--- config.mk ---
export PLATFORM = sky130hd
export DESIGN_NAME = id_ex_pipeline
export DESIGN_NICKNAME = d
export VERILOG_FILES = /design/src/rtl/mips_pkg.sv /design/src/rtl/id_hazard_detect.sv /design/src/rtl/id_ex_pipeline.sv
export SDC_FILE = /design/constraint.sdc
export NUM_CORES = 1
export LEC_CHECK = 0
export ABC_CLOCK_PERIOD_IN_PS = 3800
export BUFFER_PORTS_ARGS = -buffer_cell sky130_fd_sc_hd__buf_2
export CAP_MARGIN = 20
export CORE_AREA = 8 8 120 122
export CTS_BUF_LIST = sky130_fd_sc_hd__clkbuf_8
export DETAILED_ROUTE_END_ITERATION = 8
export DIE_AREA = 0 0 128 130
export PLACE_DENSITY = 0.87
export SETUP_SLACK_MARGIN = 0.3
export SLEW_MARGIN = 20
export SYNTH_ARGS = -nofsm -noshare
export SYNTH_HDL_FRONTEND = slang
export SYNTH_SLANG_ARGS = --single-unit
--- constraint.sdc ---
create_clock -name Clk -period 3.8 [get_ports Clk]
set_input_delay 0.76 -clock Clk [delete_from_list [all_inputs] [get_ports Clk]]
set_output_delay 0.76 -clock Clk [all_outputs]
set_load 0.02 [all_outputs]
--- src/rtl/mips_pkg.sv ---
// Shared MIPS pipeline definitions: register-address width, ALU op encodings
// and the control bundle carried from ID into EX.
package mips_pkg;

    localparam int REG_W   = 5;
    localparam int ALUOP_W = 4;

    typedef enum logic [ALUOP_W-1:0] {
        ALU_ADD = 4'd0,
        ALU_SUB = 4'd1,
        ALU_AND = 4'd2,
        ALU_OR  = 4'd3,
        ALU_XOR = 4'd4,
        ALU_NOR = 4'd5,
        ALU_SLT = 4'd6,
        ALU_SLL = 4'd7,
        ALU_SRL = 4'd8,
        ALU_SRA = 4'd9,
        ALU_LUI = 4'd10
    } alu_op_e;

    typedef struct packed {
        logic               reg_write;
        logic               mem_read;
        logic               mem_write;
        logic               mem_to_reg;
        logic               alu_src;
        logic [ALUOP_W-1:0] alu_op;
    } ctrl_t;

    // A bubble does nothing architecturally visible.
    localparam ctrl_t BUBBLE = '0;

endpackage

--- src/rtl/id_hazard_detect.sv ---
// Load-use hazard compare between the load sitting in EX and the instruction in ID.
// Register 0 never hazards since its reads are forced to zero.
module id_hazard_detect
    import mips_pkg::*;
(
    input  logic             valid_ex,
    input  logic             mem_read_ex,
    input  logic [REG_W-1:0] write_register_ex,
    input  logic             valid_id,
    input  logic [REG_W-1:0] rs,
    input  logic [REG_W-1:0] rt,
    input  logic             uses_rt,
    output logic             hazard
);

    logic rs_match;
    logic rt_match;

    always_comb begin
        rs_match = (write_register_ex == rs);
        rt_match = uses_rt && (write_register_ex == rt);
        hazard   = valid_ex && mem_read_ex && (write_register_ex != '0)
                   && (rs_match || rt_match) && valid_id;
    end

endmodule

--- src/rtl/id_ex_pipeline.sv ---
// ID/EX pipeline register with load-use bubble insertion, flush, hold and a
// saturating count of inserted load-use bubbles.
module id_ex_pipeline
    import mips_pkg::*;
#(
    parameter int DATA_W = 32,
    parameter int CNT_W  = 16
) (
    input  logic               Clk,
    input  logic               Rst,
    input  logic               Valid_ID,
    input  logic [REG_W-1:0]   Read_Address_1_ID,
    input  logic [REG_W-1:0]   Read_Address_2_ID,
    input  logic               Uses_Rt_ID,
    input  logic [REG_W-1:0]   Write_Register_ID,
    input  logic [DATA_W-1:0]  Read_Data_1_ID,
    input  logic [DATA_W-1:0]  Read_Data_2_ID,
    input  logic [DATA_W-1:0]  Sign_Extend_ID,
    input  logic [DATA_W-1:0]  PC_Plus4_ID,
    input  logic               RegWrite_ID,
    input  logic               MemRead_ID,
    input  logic               MemWrite_ID,
    input  logic               MemtoReg_ID,
    input  logic               ALUSrc_ID,
    input  logic [ALUOP_W-1:0] ALUOp_ID,
    input  logic               Flush_EX,
    input  logic               Hold_EX,
    output logic               Stall_ID,
    output logic               Valid_EX,
    output logic [REG_W-1:0]   Read_Address_1_EX,
    output logic [REG_W-1:0]   Read_Address_2_EX,
    output logic               Uses_Rt_EX,
    output logic [REG_W-1:0]   Write_Register_EX,
    output logic [DATA_W-1:0]  Read_Data_1_EX,
    output logic [DATA_W-1:0]  Read_Data_2_EX,
    output logic [DATA_W-1:0]  Sign_Extend_EX,
    output logic [DATA_W-1:0]  PC_Plus4_EX,
    output logic               RegWrite_EX,
    output logic               MemRead_EX,
    output logic               MemWrite_EX,
    output logic               MemtoReg_EX,
    output logic               ALUSrc_EX,
    output logic [ALUOP_W-1:0] ALUOp_EX,
    output logic [CNT_W-1:0]   Stall_Count
);

    ctrl_t ctrl_id;
    ctrl_t ctrl_ex;
    logic  hazard;

    always_comb begin
        ctrl_id            = BUBBLE;
        ctrl_id.reg_write  = RegWrite_ID;
        ctrl_id.mem_read   = MemRead_ID;
        ctrl_id.mem_write  = MemWrite_ID;
        ctrl_id.mem_to_reg = MemtoReg_ID;
        ctrl_id.alu_src    = ALUSrc_ID;
        ctrl_id.alu_op     = ALUOp_ID;
    end

    id_hazard_detect u_hazard (
        .valid_ex          (Valid_EX),
        .mem_read_ex       (ctrl_ex.mem_read),
        .write_register_ex (Write_Register_EX),
        .valid_id          (Valid_ID),
        .rs                (Read_Address_1_ID),
        .rt                (Read_Address_2_ID),
        .uses_rt           (Uses_Rt_ID),
        .hazard            (hazard)
    );

    assign Stall_ID = hazard | Hold_EX;

    // Bubbles only clear valid/control; data fields keep their old values.
    always_ff @(posedge Clk) begin
        if (Rst) begin
            Valid_EX          <= 1'b0;
            ctrl_ex           <= BUBBLE;
            Read_Address_1_EX <= '0;
            Read_Address_2_EX <= '0;
            Uses_Rt_EX        <= 1'b0;
            Write_Register_EX <= '0;
            Read_Data_1_EX    <= '0;
            Read_Data_2_EX    <= '0;
            Sign_Extend_EX    <= '0;
            PC_Plus4_EX       <= '0;
            Stall_Count       <= '0;
        end else if (Flush_EX) begin
            Valid_EX <= 1'b0;
            ctrl_ex  <= BUBBLE;
        end else if (!Hold_EX) begin
            if (hazard) begin
                Valid_EX <= 1'b0;
                ctrl_ex  <= BUBBLE;
                if (Stall_Count != '1)
                    Stall_Count <= Stall_Count + 1'b1;
            end else begin
                Valid_EX          <= Valid_ID;
                ctrl_ex           <= Valid_ID ? ctrl_id : BUBBLE;
                Read_Address_1_EX <= Read_Address_1_ID;
                Read_Address_2_EX <= Read_Address_2_ID;
                Uses_Rt_EX        <= Uses_Rt_ID;
                Write_Register_EX <= Write_Register_ID;
                Read_Data_1_EX    <= Read_Data_1_ID;
                Read_Data_2_EX    <= Read_Data_2_ID;
                Sign_Extend_EX    <= Sign_Extend_ID;
                PC_Plus4_EX       <= PC_Plus4_ID;
            end
        end
    end

    assign RegWrite_EX = ctrl_ex.reg_write;
    assign MemRead_EX  = ctrl_ex.mem_read;
    assign MemWrite_EX = ctrl_ex.mem_write;
    assign MemtoReg_EX = ctrl_ex.mem_to_reg;
    assign ALUSrc_EX   = ctrl_ex.alu_src;
    assign ALUOp_EX    = ctrl_ex.alu_op;

endmodule

==> flow_summary.toml <==
[critical_path]
r2r-start = "Write_Register_EX[4]$_SDFFE_PP0P_"
cp_cell_sequence = "or3_1, o311a_1, and2_1, a21o_1, buf_2"
end_kind = "output pin"
start_kind = "flip-flop"
crit_fanout = 5
reg2regPathDepth = 6
crit_path_top_delay_cell = "or3_1"
r2r-end = "PC_Plus4_EX[22]$_SDFFE_PP0P_"
critical_path_class = "flip-flop to output pin"
r2r_slack_ps = 1240
slowest_delay_ps = 400
arrival_ps = 2140
cp.required_ps = 3040

[clock_network]
cts_tree = "done"
clk_pin_slew_worst_paths_ps = 80
cts_num_sinks = 170
post_cts_resized = 0
cts-buffers-inserted = 17
clk_latency_ps = 450
cts_root_buffer = "clkbuf_8"
cts_hold_buf = 0
cts_htree_levels = 4
clockBufferDepth = 2
post_cts_buffers = 0

[floorplanning]
core_area_mm2 = 0.0124
initial_core_util = 0.493
ios = 329
die_h_um = 130
die_w_um = 128
rows = 41
die-area_mm2 = 0.0166

[synth]
yosysWarnings = 0
synth_edf_count = 0
synth_area_per_cell_um2 = 8.03
syn_nets = 922
synth.most_common_cell = "nand2_1"
synth_common_cells = "nand2_1 (296), dfxtp_1 (170), a21oi_1 (158), clkbuf_1 (39), or3_1 (13)"
synthFlopType = "dfxtp_1"
synth_top_area_frac = 0.556
synth_cell_types = 31
synth_area_leaders = "dfxtp_1 (56%), nand2_1 (18%), a21oi_1 (13%), clkbuf_1 (2.4%), xnor2_1 (1.4%)"
seq_area_frac_synth = 0.556
ys_ff_latch = 170
syn-cell-area_mm2 = 0.00612
synth_top_area_cell = "dfxtp_1"
synthArstFlopShare = 0
synthCells = 763

[final_layout]
post_layout_nonfiller_instances = 1251
nets = 1222
final_util = 0.666
drive_above_1_share = 0.342
syn2layout_area_growth_pct = 35.0

[global_route]
grt_pass1_vias = 5788
grt_pass1_wl_um = 29300
met2_usage = 0.375
use_met3 = 0.0975
grt_util_met1 = 0.233
antenna_found_initial = 1
grt_max_degree = 83
gr-max-usage-layer = "met2"
track_usage = 0.222
grt_remaining_overflow = 0

[route]
post_drt_via_cell_ratio = 4.98
vias = 6229
wl_per_cell_um = 15.6
drtIter0Drc = 490
final_antenna_net_count = 0
first_pass_iters = 5
drcViolationCount = 0
wl_um = 19500

[min_path]
hold-path-cell-count = 2
hold_start = "Read_Data_1_EX[11]$_SDFFE_PP0P_"
min_to = "Read_Data_1_EX[11]$_SDFFE_PP0P_"
hold_path_class = "flip-flop to flip-flop"

[sta]
clock_skew_ps = 11.0
rsz0062_at_grt = "false"
slew_headroom = 0.252
final-max-slew-violation-count = 0
timing.final.ws_setup_ps = 904
max_freq_mhz = 345
setup_violations = 0
fin_crit_ps = 2900
worstMarginPinSlew_ps = 1120
finalSetupTns_ps = 0
timing_hold_violations_final = 0
fin_crit_sh = 0.762

[placement]
placedCellCount = 1216
place.gp.congestion = 0.864
dp_hpwl_um = 14300
place_ws_ps = 1010
io_buffer_count = 328

[power_and_ir_drop]
p_leak_uw = 0.00385
pwr_density_cell_mw_per_mm2 = 440
ir_drop_mv = 0.263

[run_status]
status = "finished, final reports clean"

[flow_run]
cap_violations = 0
==> where the power goes <==
part | internal, uW | switching, uW | total (uW)
Clock | 678 | 626 | 1300
Sequential | 1850 | 36.5 | 1890
Combinational | 167 | 279 | 446
Total | 2700 | 941 | 3640
==> flip-flops by register name, indices dropped and copies added (netlist names), 4 cells and up <==
register / count
ALUOp_EX: 4
PC_Plus4_EX: 32
Read_Address_1_EX: 5
Read_Address_2_EX: 5
Read_Data_1_EX: 32
Read_Data_2_EX: 32
Sign_Extend_EX: 32
Stall_Count: 16
Write_Register_EX: 5
==> cells by family after synthesis <==
family | Yosys count | synth area share
compound gates | 188 | 0.165
xor+xnor | 11 | 0.0157
fa+ha+maj | 1 | 0.00204
buf+inv | 54 | 0.0388
flops | 170 | 0.556
mux | 1 | 0.00163
simple gates | 338 | 0.221
==> how the worst max path moves through the flow <==
stage	start	to	cells after the start
2_1_floorplan	Read_Address_1_ID[3]	Stall_ID	5
3_3_place_gp	Read_Address_2_ID[0]	Stall_ID	7
3_5_place_dp	Read_Address_1_ID[3]	Stall_ID	7
4_1_cts	Write_Register_EX[4]$_SDFFE_PP0P_	Stall_ID	5
5_1_grt	Write_Register_EX[4]$_SDFFE_PP0P_	Stall_ID	5
6_report	Write_Register_EX[4]$_SDFFE_PP0P_	Stall_ID	5
==> metrics by stage <==
step	instance area (um2)	power [uW]	hold WS (ps)
after floorplan	6120	2180	533
after global placement	7850	2370	438
after detailed placement	7850	2380	443
after CTS	8260	3670	454
after global routing	8260	3800	467
final	8270	3640	452
==> cells in the final DEF (no fill, tap or decap), types with 2 or more instances in the layout <==
cell          n
clkbuf_8     19
buf_2       327
nand2_1     296
inv_1         2
or4_1         2
clkinv_4      2
clkinv_2      5
nand4_1       4
a21oi_1     158
o31ai_1       2
buf_12        3
dfxtp_1     170
o21ai_0      12
a21o_1        2
diode_2       3
clkinvlp_4    2
or3_1        13
nand3_1      10
buf_4         4
a22o_1        9
bufinv_16     3
and3_1        4
nor2_1        5
xnor2_1      10
==> layer usage <==
layer	vias up	share of wire
met3	38	0.11
met1	2792	0.36
met5	-	0
li1	3120	-
met4	0	0.028
met2	279	0.50
==> worst max-delay path, delay by kind of cell (launching register included) <==
family / cells / cell delay (ps)
AO/OA/AOI/OAI: 2 / 550
buffers and inverters: 1 / 160
flip-flops: 1 / 380
AND/OR/NAND/NOR: 2 / 610
==> final cells by class <==
cell class	instances	area, um2
flip-flops and latches	170	3400
multi-input cells	539	2500
clock buffers	19	262
well taps	172	215
diodes	3	7.51
repair buffers	334	1730
fillers	1058	4150
inverters	1	3.75
clock inverters	13	151
No activity file was read; power rests on OpenSTA's default activity.
